### src/rtl/weight_pack_sequencer_pkg.sv
// Shared BitBlade weight-path constants, FSM state encoding and tile type.
package bitblade_pkg;

  localparam int unsigned NUM_WORDS = 16;
  localparam int unsigned SLICE_W   = 2;
  localparam int unsigned WORD_W    = NUM_WORDS * SLICE_W;
  localparam int unsigned IDX_W     = $clog2(NUM_WORDS);

  typedef enum logic {
    FILL  = 1'b0,
    DRAIN = 1'b1
  } state_e;

  typedef logic [NUM_WORDS-1:0][WORD_W-1:0] tile_t;

endpackage

### src/rtl/weight_pack_sequencer_if.sv
// Fetch-side and PE-side valid/ready streams of the weight pack sequencer.
interface weight_pack_sequencer_if;
  import bitblade_pkg::*;

  logic              in_valid;
  logic              in_ready;
  logic [WORD_W-1:0] in_data;
  logic              out_valid;
  logic              out_ready;
  logic [WORD_W-1:0] out_data;
  logic [IDX_W-1:0]  out_idx;
  logic              out_last;

  modport master (
    output in_valid, in_data, out_ready,
    input  in_ready, out_valid, out_data, out_idx, out_last
  );

  modport slave (
    input  in_valid, in_data, out_ready,
    output in_ready, out_valid, out_data, out_idx, out_last
  );

endinterface

### src/rtl/weight_pack_sequencer_transpose.sv
// Combinational tile transpose: slice j of word i becomes slice i of packed word j.
module weight_slice_transpose
  import bitblade_pkg::*;
(
  input  tile_t i_tile,
  output tile_t o_packed
);

  always_comb begin
    o_packed = '0;
    for (int unsigned j = 0; j < NUM_WORDS; j++) begin
      for (int unsigned i = 0; i < NUM_WORDS; i++) begin
        o_packed[j][SLICE_W*i +: SLICE_W] = i_tile[i][SLICE_W*j +: SLICE_W];
      end
    end
  end

endmodule

### src/rtl/weight_pack_sequencer.sv
// Collects a 16-word weight tile, then streams its 16 transposed 2-bit slice words.
module weight_pack_sequencer
  import bitblade_pkg::*;
(
  input  logic                    clk,
  input  logic                    reset,
  input  logic                    abort,
  weight_pack_sequencer_if.slave  bus,
  output logic                    tile_done,
  output logic [15:0]             tile_count
);

  localparam logic [IDX_W-1:0] LAST_IDX = IDX_W'(NUM_WORDS - 1);

  state_e           r_state;
  logic [IDX_W-1:0] r_wr_ptr;
  logic [IDX_W-1:0] r_rd_ptr;
  tile_t            r_buf;
  logic             r_tile_done;
  logic [15:0]      r_tile_count;

  tile_t            w_packed;
  logic             w_in_fire;
  logic             w_out_fire;

  weight_slice_transpose u_transpose (
    .i_tile   (r_buf),
    .o_packed (w_packed)
  );

  // Ready/valid come from state alone so neither side sees a combinational loop.
  assign w_in_fire  = bus.in_valid  && (r_state == FILL);
  assign w_out_fire = bus.out_ready && (r_state == DRAIN);

  always_ff @(posedge clk or negedge reset) begin
    if (!reset) begin
      r_state      <= FILL;
      r_wr_ptr     <= '0;
      r_rd_ptr     <= '0;
      r_buf        <= '0;
      r_tile_done  <= 1'b0;
      r_tile_count <= '0;
    end else if (abort) begin
      r_state     <= FILL;
      r_wr_ptr    <= '0;
      r_rd_ptr    <= '0;
      r_tile_done <= 1'b0;
    end else begin
      r_tile_done <= 1'b0;
      case (r_state)
        FILL: begin
          if (w_in_fire) begin
            r_buf[r_wr_ptr] <= bus.in_data;
            r_wr_ptr        <= r_wr_ptr + 1'b1;
            if (r_wr_ptr == LAST_IDX) begin
              r_state  <= DRAIN;
              r_wr_ptr <= '0;
              r_rd_ptr <= '0;
            end
          end
        end
        DRAIN: begin
          if (w_out_fire) begin
            r_rd_ptr <= r_rd_ptr + 1'b1;
            if (r_rd_ptr == LAST_IDX) begin
              r_state      <= FILL;
              r_rd_ptr     <= '0;
              r_tile_done  <= 1'b1;
              r_tile_count <= r_tile_count + 1'b1;
            end
          end
        end
        default: r_state <= FILL;
      endcase
    end
  end

  assign bus.in_ready  = (r_state == FILL);
  assign bus.out_valid = (r_state == DRAIN);
  assign bus.out_data  = w_packed[r_rd_ptr];
  assign bus.out_idx   = r_rd_ptr;
  assign bus.out_last  = (r_state == DRAIN) && (r_rd_ptr == LAST_IDX);
  assign tile_done     = r_tile_done;
  assign tile_count    = r_tile_count;

endmodule
### src/flat_wrapper.sv
// flat-port wrapper written by rule: the top's interface ports become plain ports
module weight_pack_sequencer_flat import bitblade_pkg::*;
  (clk, reset, abort, tile_done, tile_count, bus_in_valid, bus_in_data, bus_out_ready, bus_in_ready, bus_out_valid, bus_out_data, bus_out_idx, bus_out_last);
  weight_pack_sequencer_if bus_i ();
  input  logic clk;
  input  logic reset;
  input  logic abort;
  output logic tile_done;
  output logic [15:0] tile_count;
  input wire logic [$bits(bus_i.in_valid)-1:0] bus_in_valid;
  input wire logic [$bits(bus_i.in_data)-1:0] bus_in_data;
  input wire logic [$bits(bus_i.out_ready)-1:0] bus_out_ready;
  output wire logic [$bits(bus_i.in_ready)-1:0] bus_in_ready;
  output wire logic [$bits(bus_i.out_valid)-1:0] bus_out_valid;
  output wire logic [$bits(bus_i.out_data)-1:0] bus_out_data;
  output wire logic [$bits(bus_i.out_idx)-1:0] bus_out_idx;
  output wire logic [$bits(bus_i.out_last)-1:0] bus_out_last;
  assign bus_i.in_valid = bus_in_valid;
  assign bus_i.in_data = bus_in_data;
  assign bus_i.out_ready = bus_out_ready;
  assign bus_in_ready = bus_i.in_ready;
  assign bus_out_valid = bus_i.out_valid;
  assign bus_out_data = bus_i.out_data;
  assign bus_out_idx = bus_i.out_idx;
  assign bus_out_last = bus_i.out_last;
  weight_pack_sequencer u_core (.clk(clk), .reset(reset), .abort(abort), .bus(bus_i), .tile_done(tile_done), .tile_count(tile_count));
endmodule
### config.mk
export PLATFORM = sky130hd
export DESIGN_NAME = weight_pack_sequencer_flat
export DESIGN_NICKNAME = d
export VERILOG_FILES = /design/src/rtl/weight_pack_sequencer_pkg.sv /design/src/rtl/weight_pack_sequencer_if.sv /design/src/rtl/weight_pack_sequencer_transpose.sv /design/src/rtl/weight_pack_sequencer.sv /design/src/flat_wrapper.sv
export SDC_FILE = /design/constraint.sdc
export NUM_CORES = 1
export LEC_CHECK = 0
export CORE_MARGIN = 1
export CORE_UTILIZATION = 35
export CTS_CLUSTER_DIAMETER = 30
export DETAILED_ROUTE_END_ITERATION = 8
export GPL_TIMING_DRIVEN = 0
export REMOVE_ABC_BUFFERS = 1
export SETUP_SLACK_MARGIN = 0.3
export SLEW_MARGIN = 10
export SYNTH_ARGS = -nofsm -noshare
export SYNTH_HDL_FRONTEND = slang
export SYNTH_SLANG_ARGS = --single-unit
### constraint.sdc
create_clock -name clk -period 2.4 [get_ports clk]
set_input_delay 0.6 -clock clk [delete_from_list [all_inputs] [get_ports clk]]
set_output_delay 0.6 -clock clk [all_outputs]
set_load 0.01 [all_outputs]
==> flow_metrics.py <==
metrics = {
    "floorplan": {
        "dieHeight_um": 272,
        "rows": 98,
        "core_area_um2": 71900,
        "boundaryPins": 93,
        "initial_core_util_pct": 35.5,
        "die-area_um2": 74000,
        "die_x_um": 272,
    },
    "place": {
        "numPortBuffers": 92,
        "hpwlAfterDp_um": 35200,
        "postPlaceCellArea_um2": 27500,
        "place.gp.congestion": 0.762,
    },
    "logic_synthesis": {
        "syn_avg_cell_area_um2": 16.7,
        "yosysTopAreaCell": "dfrtp_1",
        "synth_seq_cells": 538,
        "yosysMostFrequentCell": "dfrtp_1",
        "netlist_top_cells_count": "dfrtp_1, mux2_4, mux2_2",
        "synth-edff-count": 0,
        "yosys.cell_types.count": 41,
        "async_reset_ff_share_pct": 100,
        "synthTopCellsByArea": "dfrtp_1, mux2_4, mux4_2",
        "synth_warnings": 0,
        "yosysTopAreaCellShare_pct": 52.7,
        "synthesis.area_um2": 25500,
        "syn_inst": 1526,
        "ys.flop_type": "dfrtp_1",
        "ys_seq_area_share_pct": 52.7,
    },
    "critical_path": {
        "rr_endpoint": "u_core.tile_count[6]$_DFFE_PN0P_",
        "cpMaxStageDelayCell": "dfrtp_4",
        "critPathArrivalTime_ps": 2770,
        "crit_fanout": 6,
        "worstSetupPathType": "register to output pin",
        "crit_path_start_kind": "register",
        "required_ps": 1800,
        "reg2reg_setup_slack_ps": 70,
        "r2r_cells": 10,
        "cp-startpoint": "u_core.bus.out_idx[0]$_DFFE_PN0P_",
        "rr_startpoint": "u_core.bus.out_idx[1]$_DFFE_PN0P_",
        "slowest_delay_ps": 520,
        "cp-endpoint": "bus_out_data[27]",
        "worstPathCellList": "buf_6 > buf_16 > buf_4 > buf_4 > mux4_2 > a22oi_2 > nand2_2 > buf_6",
        "critPathCaptureType": "output pin",
    },
    "finish": {
        "area_growth_pct": 34.2,
        "layout-drive-gt1-share_pct": 62.3,
        "nNetsFinal": 1841,
        "fill_cells": 5944,
        "final_area_um2": 34200,
    },
    "detailed_routing": {
        "avgViaCountPerCell": 5.31,
        "antenna_left": 0,
        "drc": 0,
        "drt_wl_total_um": 72500,
        "dr.first_iter.drc_count": 893,
        "wl_met1_um": 31600,
        "wl_met2_um": 35800,
        "highest_layer": "met4",
        "vias": 15052,
        "drt-wirelength-per-cell_um": 25.6,
        "dr_wl_met3_um": 3280,
        "dr.pass1.iters": 6,
    },
    "grt": {
        "grt_usage_pct": 19.1,
        "grt_max_degree": 119,
        "grt_overflow": 0,
        "grt_antenna_before_repair": 1,
        "grt_pass1_wl_um": 107000,
        "grt_pass1_vias": 16245,
    },
    "power": {
        "p_leak_uw": 0.0164,
        "powerDensity_nw_per_um2": 773,
        "peakVddDrop_uv": 515,
        "total_power_uw": 26500,
    },
    "clock_tree": {
        "cts_root_buffer": "clkbuf_16",
        "worstSkewPairLatency_ps": 640,
        "clkTransAtPathRegs_ps": 50,
        "cts_tree": "built",
        "cts_sinks": 538,
        "h-tree-depth": 3,
        "cts_buffers": 99,
        "cts_buffer_depth": 3,
    },
    "timing": {
        "finClkSkew_ps": 12.7,
        "max_slew_margin_pct": 30.7,
        "rsz0062_at_grt": "true",
        "setup_slack_ps": -966,
        "tightest_slew_ps": 1040,
        "timing.fmax_ghz": 0.297,
        "final-max-slew-violation-count": 0,
        "period_minus_slack_ps": 3370,
        "period_share_pct": 140,
        "setup_violations": 34,
        "finalHoldViolations": 0,
    },
    "worst_hold_path": {
        "hp-class": "register to register",
        "whs_path_depth": 1,
    },
    "run_status": {
        "status": "finished with violations",
        "violations": "negative setup slack",
    },
    "job": {
        "cap_viol_max_count": 0,
    },
}
## critical path, delay by kind of cell, from the launching register on
family | cells | cell delay, ps
buffers and inverters | 5 | 730
DFF | 1 | 520
and+or+nand+nor | 1 | 150
muxes | 1 | 420
AOI/OAI and AO/OA | 1 | 310
## final cells by class
class	instances	area, um^2	area share [%]
multi-input combinational	864	12000	35.2
tap	950	1190	3.47
clock buffer	124	2790	8.14
antenna	1	2.50	0.00731
sequential	538	13500	39.3
timing repair buffer	289	3970	11.6
inverter	6	22.5	0.0658
clock inverter	60	756	2.21
## cell usage in the layout (no fill, tap or decap), types with 23 or more instances in the layout
cell	n
clkdlybuf4s50_1	34
mux4_2	128
buf_4	65
buf_12	46
dfrtp_1	533
buf_16	33
mux2_2	184
nand3_4	23
a22oi_2	57
nand2_1	32
clkbuf_16	112
buf_6	50
mux2_4	320
## repair_timing
action | in CTS | in global routing
hold endpoints to repair | 18 | 44
cloned | 25 | 10
setup buffers | 113 | 33
hold buffers | 1 | 4
pin swaps | 79 | 29
setup endpoints to repair | 583 | 366
resized for setup | 324 | 64
## where the power goes
group          internal [uW]  switching (uW)
Sequential              9670             307
Clock                   9750            4910
Combinational           1030             810
## how the worst min path moves through the flow
stage                                       from                           endpoint  slack [ps]
2_1_floorplan                              reset  u_core.bus.out_idx[0]$_DFFE_PN0P_         300
3_3_place_gp   u_core.tile_count[15]$_DFFE_PN0P_  u_core.tile_count[15]$_DFFE_PN0P_         460
3_5_place_dp   u_core.tile_count[15]$_DFFE_PN0P_  u_core.tile_count[15]$_DFFE_PN0P_         460
4_1_cts                                    reset   u_core.tile_count[3]$_DFFE_PN0P_         -60
5_1_grt            u_core.r_buf[468]$_DFFE_PN0P_      u_core.r_buf[468]$_DFFE_PN0P_         490
6_report       u_core.tile_count[15]$_DFFE_PN0P_  u_core.tile_count[15]$_DFFE_PN0P_         470
## flip-flops by register name, indices dropped and copies added (netlist names)
name,flops
u_core.tile_done,1
u_core.r_wr_ptr,4
u_core.r_buf,512
u_core.bus.out_valid,1
u_core.bus.out_idx,4
u_core.tile_count,16
## metrics by stage
stage	hold slack [ps]	setup TNS, ps	std cells	utilization (%)	worst slack (ps)
floorplan	304	-452220	1398	-	-4220
global placement	460	-	2440	37.3	-22160
detailed placement	461	-808970	2461	38.2	-1600
CTS	-61.2	-28330	2784	46.2	-952
global route	493	-29980	2832	47.7	-987
finish	466	-28420	2832	47.7	-966
## logic make-up (layout without fill, tap and decap cells)
group                      Yosys count  after routing  share of synthesized area [%]
muxes                              641            641                           38.3
DFF                                538            538                           52.7
buffers and inverters              134            479                           3.22
and+or+nand+nor                    112            122                           2.64
AOI/OAI and AO/OA                   79             79                           2.22
xor gates and xnor gates            16             16                          0.549
adders and majority gates            6              6                          0.294
other                                0              1                              0
## per-layer routing
metal  up-vias  global-route usage (%)
met5         -                       0
met4         0                    6.45
met3       111                    3.60
met2       400                    31.2
met1      8255                    25.5
li1       6286                       -
Power figures use the tool's default switching activity.
